### src/rtl/muldiv_e.sv
// muldiv_e: iterative MIPS mult/multu/div/divu execute-stage unit writing HI/LO.
// Divider datapath present only when MULDIV_DIV_EN is defined; default build is multiply-only.
module muldiv_e #(
   parameter int unsigned N = 32
) (
   input  logic         CLK,
   input  logic         CLR,
   input  logic         startE,
   input  logic [1:0]   opE,
   input  logic [N-1:0] srcAE,
   input  logic [N-1:0] srcBE,
   output logic         busyE,
   output logic         doneE,
   output logic [N-1:0] hiE,
   output logic [N-1:0] loE
);
   localparam int unsigned CW = $clog2(N);

   typedef enum logic [1:0] {IDLE, RUN, FIX} stateT;

   stateT          state;
   logic [CW-1:0]  count;
   logic [N-1:0]   aReg;
   logic [N-1:0]   bReg;
   logic [2*N-1:0] acc;
   logic           negRes;

   logic           accept;
   logic           signA;
   logic           signB;
   logic [N-1:0]   aMag;
   logic [N-1:0]   bMag;
   logic [N-1:0]   addend;
   logic [N:0]     mulSum;
   logic [2*N-1:0] prod;

   assign busyE = (state != IDLE);

`ifdef MULDIV_DIV_EN
   assign accept = startE && (state == IDLE);
`else
   // Divide requests are dropped entirely when the divider is not built.
   assign accept = startE && (state == IDLE) && !opE[1];
`endif

   assign signA = opE[0] & srcAE[N-1];
   assign signB = opE[0] & srcBE[N-1];
   assign aMag  = signA ? ({N{1'b0}} - srcAE) : srcAE;
   assign bMag  = signB ? ({N{1'b0}} - srcBE) : srcBE;

   // Shift-add step: add multiplicand into the upper half, then shift right.
   assign addend = bReg[0] ? aReg : {N{1'b0}};
   assign mulSum = {1'b0, acc[2*N-1:N]} + {1'b0, addend};
   assign prod   = negRes ? ({2*N{1'b0}} - acc) : acc;

`ifdef MULDIV_DIV_EN
   logic         isDiv;
   logic         negRem;
   logic         divZero;
   logic [N-1:0] remReg;
   logic [N:0]   shifted;
   logic         ge;
   logic [N-1:0] diff;
   logic [N-1:0] qOut;
   logic [N-1:0] rOut;

   // Restoring step: quotient bits enter aReg from the right as dividend bits leave the top.
   assign shifted = {remReg, aReg[N-1]};
   assign ge      = shifted >= {1'b0, bReg};
   assign diff    = shifted[N-1:0] - bReg;
   // Divide by zero keeps the all-ones quotient regardless of operand signs.
   assign qOut    = (negRes && !divZero) ? ({N{1'b0}} - aReg) : aReg;
   assign rOut    = negRem ? ({N{1'b0}} - remReg) : remReg;
`endif

   always_ff @(posedge CLK) begin
      if (CLR) begin
         state   <= IDLE;
         count   <= '0;
         doneE   <= 1'b0;
         hiE     <= '0;
         loE     <= '0;
         aReg    <= '0;
         bReg    <= '0;
         acc     <= '0;
         negRes  <= 1'b0;
`ifdef MULDIV_DIV_EN
         isDiv   <= 1'b0;
         negRem  <= 1'b0;
         divZero <= 1'b0;
         remReg  <= '0;
`endif
      end else begin
         doneE <= 1'b0;
         case (state)
            IDLE: begin
               if (accept) begin
                  aReg   <= aMag;
                  bReg   <= bMag;
                  acc    <= '0;
                  negRes <= signA ^ signB;
                  count  <= CW'(N - 1);
                  state  <= RUN;
`ifdef MULDIV_DIV_EN
                  isDiv   <= opE[1];
                  negRem  <= signA;
                  divZero <= (srcBE == {N{1'b0}});
                  remReg  <= '0;
`endif
               end
            end
            RUN: begin
`ifdef MULDIV_DIV_EN
               if (isDiv) begin
                  remReg <= ge ? diff : shifted[N-1:0];
                  aReg   <= {aReg[N-2:0], ge};
               end else
`endif
               begin
                  acc  <= {mulSum, acc[N-1:1]};
                  bReg <= {1'b0, bReg[N-1:1]};
               end
               if (count == '0) begin
                  state <= FIX;
               end else begin
                  count <= count - CW'(1);
               end
            end
            FIX: begin
`ifdef MULDIV_DIV_EN
               if (isDiv) begin
                  hiE <= rOut;
                  loE <= qOut;
               end else
`endif
               begin
                  hiE <= prod[2*N-1:N];
                  loE <= prod[N-1:0];
               end
               doneE <= 1'b1;
               state <= IDLE;
            end
            default: state <= IDLE;
         endcase
      end
   end

endmodule

### config.mk
export PLATFORM = sky130hd
export DESIGN_NAME = muldiv_e
export DESIGN_NICKNAME = d
export VERILOG_FILES = /design/src/rtl/muldiv_e.sv
export SDC_FILE = /design/constraint.sdc
export NUM_CORES = 1
export LEC_CHECK = 0
export BUFFER_PORTS_ARGS = -buffer_cell sky130_fd_sc_hd__buf_4
export CORE_MARGIN = 2
export CORE_UTILIZATION = 40
export CTS_CLUSTER_DIAMETER = 120
export CTS_CLUSTER_SIZE = 25
export DETAILED_ROUTE_END_ITERATION = 10
export PLACE_DENSITY = 0.67
export SLEW_MARGIN = 20
export SYNTH_ARGS = -nofsm -noshare
export SYNTH_HDL_FRONTEND = slang
export SYNTH_SLANG_ARGS = --single-unit
### constraint.sdc
create_clock -name CLK -period 7.7 [get_ports CLK]
set_input_delay 0.77 -clock CLK [delete_from_list [all_inputs] [get_ports CLK]]
set_output_delay 0.77 -clock CLK [all_outputs]
set_load 0.02 [all_outputs]
==> out/qor.log <==
qor: run_status.outcome finished, final reports clean
qor: layout.syn_to_final_growth 14.03%
qor: pwr.power.leakage 5.004 nW
qor: global_routing.first_global_vias 9,080
qor: clock_network.clk-insertion-delay-late 480 ps
qor: timing.fin_setup_tns 0 ps
qor: synthesis.synth_seq_cells 201
qor: timing.worstMarginPinSlew 985.9 ps
qor: pwr.cellPowerDensity 157.6 nW/um^2
qor: synthesis.asyncSetResetFlopFracSynth 0%
qor: layout.post_layout_nonfiller_instances 1,802
qor: die.die-area 29,550 um^2
qor: routing.firstDrtPassIters 5
qor: place.portBuffers 134
qor: timing.timing.slew.headroom 33.67%
qor: timing.hold_slack 455.2 ps
qor: global_routing.grt_first_pass_wirelength 46,530 um
qor: die.die_h 171.9 um
qor: synthesis.ys_dominant_reg_cell dfxtp_1
qor: layout.diodes 0
qor: die.num_io_pins 135
qor: synthesis.syn_avg_cell_area 8.329 um^2
qor: pwr.ir_drop 110.5 uV
qor: timing.maxSlewViolCount 0
qor: layout.most_frequent_standard_cell_in_the_layout_excluding_fill_and_tap_cells dfxtp_1
qor: timing.period_needed 3356 ps
qor: clock_network.clock_tree_from_tritoncts yes
qor: clock_network.post_cts_resized 0
qor: synthesis.synth_cell_type_count 68
qor: routing.dr_total_vias 10,030
qor: synthesis.netlist.top_cell.by_area dfxtp_1
qor: setup_path.crit_path_start_kind flip-flop
qor: synthesis.synth_enable_flop_cells 0
qor: timing.maxClockFrequency 0.2980 GHz
qor: timing.setup_viol_count_final 0
qor: pwr.fin_total_pwr 2.027 mW
qor: global_routing.grt_max_degree 95
qor: global_routing.grt_usage 19.02%
qor: routing.final_antenna_net_count 0
qor: timing.unrepaired_setup_endpoints_after_global_routing no
qor: clock_network.postCtsSetupRepairBufs 0
qor: routing.drt_first_iter_violations 818
qor: routing.route.detailed.drc 0
qor: timing.final_min_period_over_clock_period 43.58%
qor: setup_path.crit_type reg -> reg
qor: clock_network.holdBufCountCts 0
qor: place.detailed_place_hpwl 21,380 um
qor: timing.final_hold_viol_count 0
qor: die.core.rowCount 61
qor: layout.utilization 46.29%
qor: clock_network.clk_pin_slew 100 ps
qor: timing.final.setup.worst_slack 4344 ps
qor: synthesis.synth_fp_nets 1,461
qor: setup_path.timing.critical_path.arrival 3730 ps
qor: place.dp_worst_setup_slack 4305 ps
qor: setup_path.critPathCaptureType flip-flop
qor: synthesis.synth_seq_area_share 35.68%
qor: routing.vias_per_cell 5.567
qor: die.design.core.area 27,780 um^2
qor: synthesis.yosys_warnings 0
qor: clock_network.cts-htree-levels 1
qor: layout.finish.net_count 1,530
qor: layout.cell_area_after_layout 12,860 um^2
qor: routing.avgRoutedWirePerCell 15.94 um
qor: layout.final_cell_mix dfxtp_1 (201), nor2_1 (149), buf_4 (144)
qor: hold_path.hold_class reg -> reg
qor: layout.post_route_cells_drive_above_1_share 12.99%
qor: place.cell_count_post_placement 1,787
qor: synthesis.mappedNetlistArea 11,280 um^2
qor: synthesis.yosysTopAreaCellShare 35.68%
qor: die.die_width 171.9 um
qor: setup_path.worst-endpoint-required 8070 ps
qor: global_routing.antenna_found_initial 0
qor: job.timing.max_cap.violations 0
qor: timing.skew 30.30 ps
qor: setup_path.worst-path-max-fanout 33
qor: routing.drt-total-wl 28,730 um
qor: layout.nFillCells 2,782
qor: clock_network.root_buffer clkbuf_16
qor: place.place_congestion 0.8763
qor: clock_network.cts_buffers 12
qor: global_routing.grt_overflow_total 0
qor: synthesis.syn-instance-count 1,354
qor: clock_network.cts_max_path_buffers 3
qor: die.starting_density_of_the_core 40.59%
qor: place.detailed_place.area 12,500 um^2
qor: synthesis.synth.top_cells.by_area dfxtp_1 (36%), xor2_1 (8.0%), nor2_1 (5.0%), o21ai_0 (4.3%), a211oi_1 (4.1%)
qor: clock_network.cts.sink_count 201
-- logic make-up after synthesis --
family                   after synthesis  share of synthesized area, %
AO/OA/AOI/OAI                        410                         25.14
AND/OR/NAND/NOR                      451                         19.69
flip-flops                           201                         35.68
XOR/XNOR                             144                         11.18
buffers and inverters                107                         3.750
adder cells (fa/ha/maj)               38                         4.283
multiplexers                           3                        0.2663
-- layout make-up --
cell class | count | area [um^2] | share of cell area [%]
clock inverter | 1 | 30.03 | 0.2335
multi-input combinational | 1046 | 6855 | 53.31
clock buffer | 14 | 329.1 | 2.559
sequential | 201 | 4024 | 31.29
tap | 378 | 473.0 | 3.678
timing repair buffer | 144 | 1081 | 8.406
inverter | 18 | 67.56 | 0.5254
-- flip-flops by register name (all words and copies together) (netlist names) --
name and cells:
aReg 32, acc 64, bReg 32, count 5, doneE 1, hiE 32, loE 32, negRes 1
state 2
-- per-layer routing --
metal  vias to the layer above  share of wire, %  track usage [%]
met1                      4616                51            28.62
met5                         -                 0                0
met3                        34               5.9            2.701
li1                       5103                 -                -
met4                         0               1.8            4.275
met2                       279                41            28.65
-- power by group --
| group | internal [mW] | switching [mW] | total (mW) |
|---|---|---|---|
| registers | 1.07 | 0.0223 | 1.10 |
| logic | 0.102 | 0.152 | 0.255 |
| clock network | 0.313 | 0.363 | 0.676 |
-- critical path: stages, from the launching register on --
cell,delay (ps)
dfxtp_1,780
and2_1,230
ha_1,160
inv_1,50
fa_1,370
nand2b_1,200
a21oi_1,240
o21ai_0,230
a31o_2,300
a31oi_1,420
xnor2_1,170
o21ai_0,90
-- cell usage after synthesis, types with 10 or more instances --
| cell type | n |
|---|---|
| a211oi_1 | 62 |
| a21oi_1 | 63 |
| a222oi_1 | 27 |
| a22o_1 | 30 |
| a22oi_1 | 11 |
| and2_1 | 41 |
| clkbuf_1 | 82 |
| dfxtp_1 | 201 |
| ha_1 | 37 |
| inv_1 | 18 |
| nand2_1 | 117 |
| nand3_1 | 22 |
| nand4_1 | 14 |
| nor2_1 | 150 |
| nor3_1 | 18 |
| nor4_1 | 10 |
| o21ai_0 | 98 |
| o31ai_1 | 35 |
| o41ai_1 | 13 |
| or3_1 | 24 |
| or4_1 | 14 |
| xnor2_1 | 41 |
| xor2_1 | 103 |
-- path summary, 6_finish.rpt --
kind | start | end | slack, ps | depth (start not counted)
max | bReg[0] | acc[55] | 4340 | 11
min | hiE[25] | hiE[25] | 460 | 2
max reg2reg | bReg[0] | acc[55] | 4340 | 11
min reg2reg | hiE[25] | hiE[25] | 460 | 2
Power figures use the tool's default switching activity.
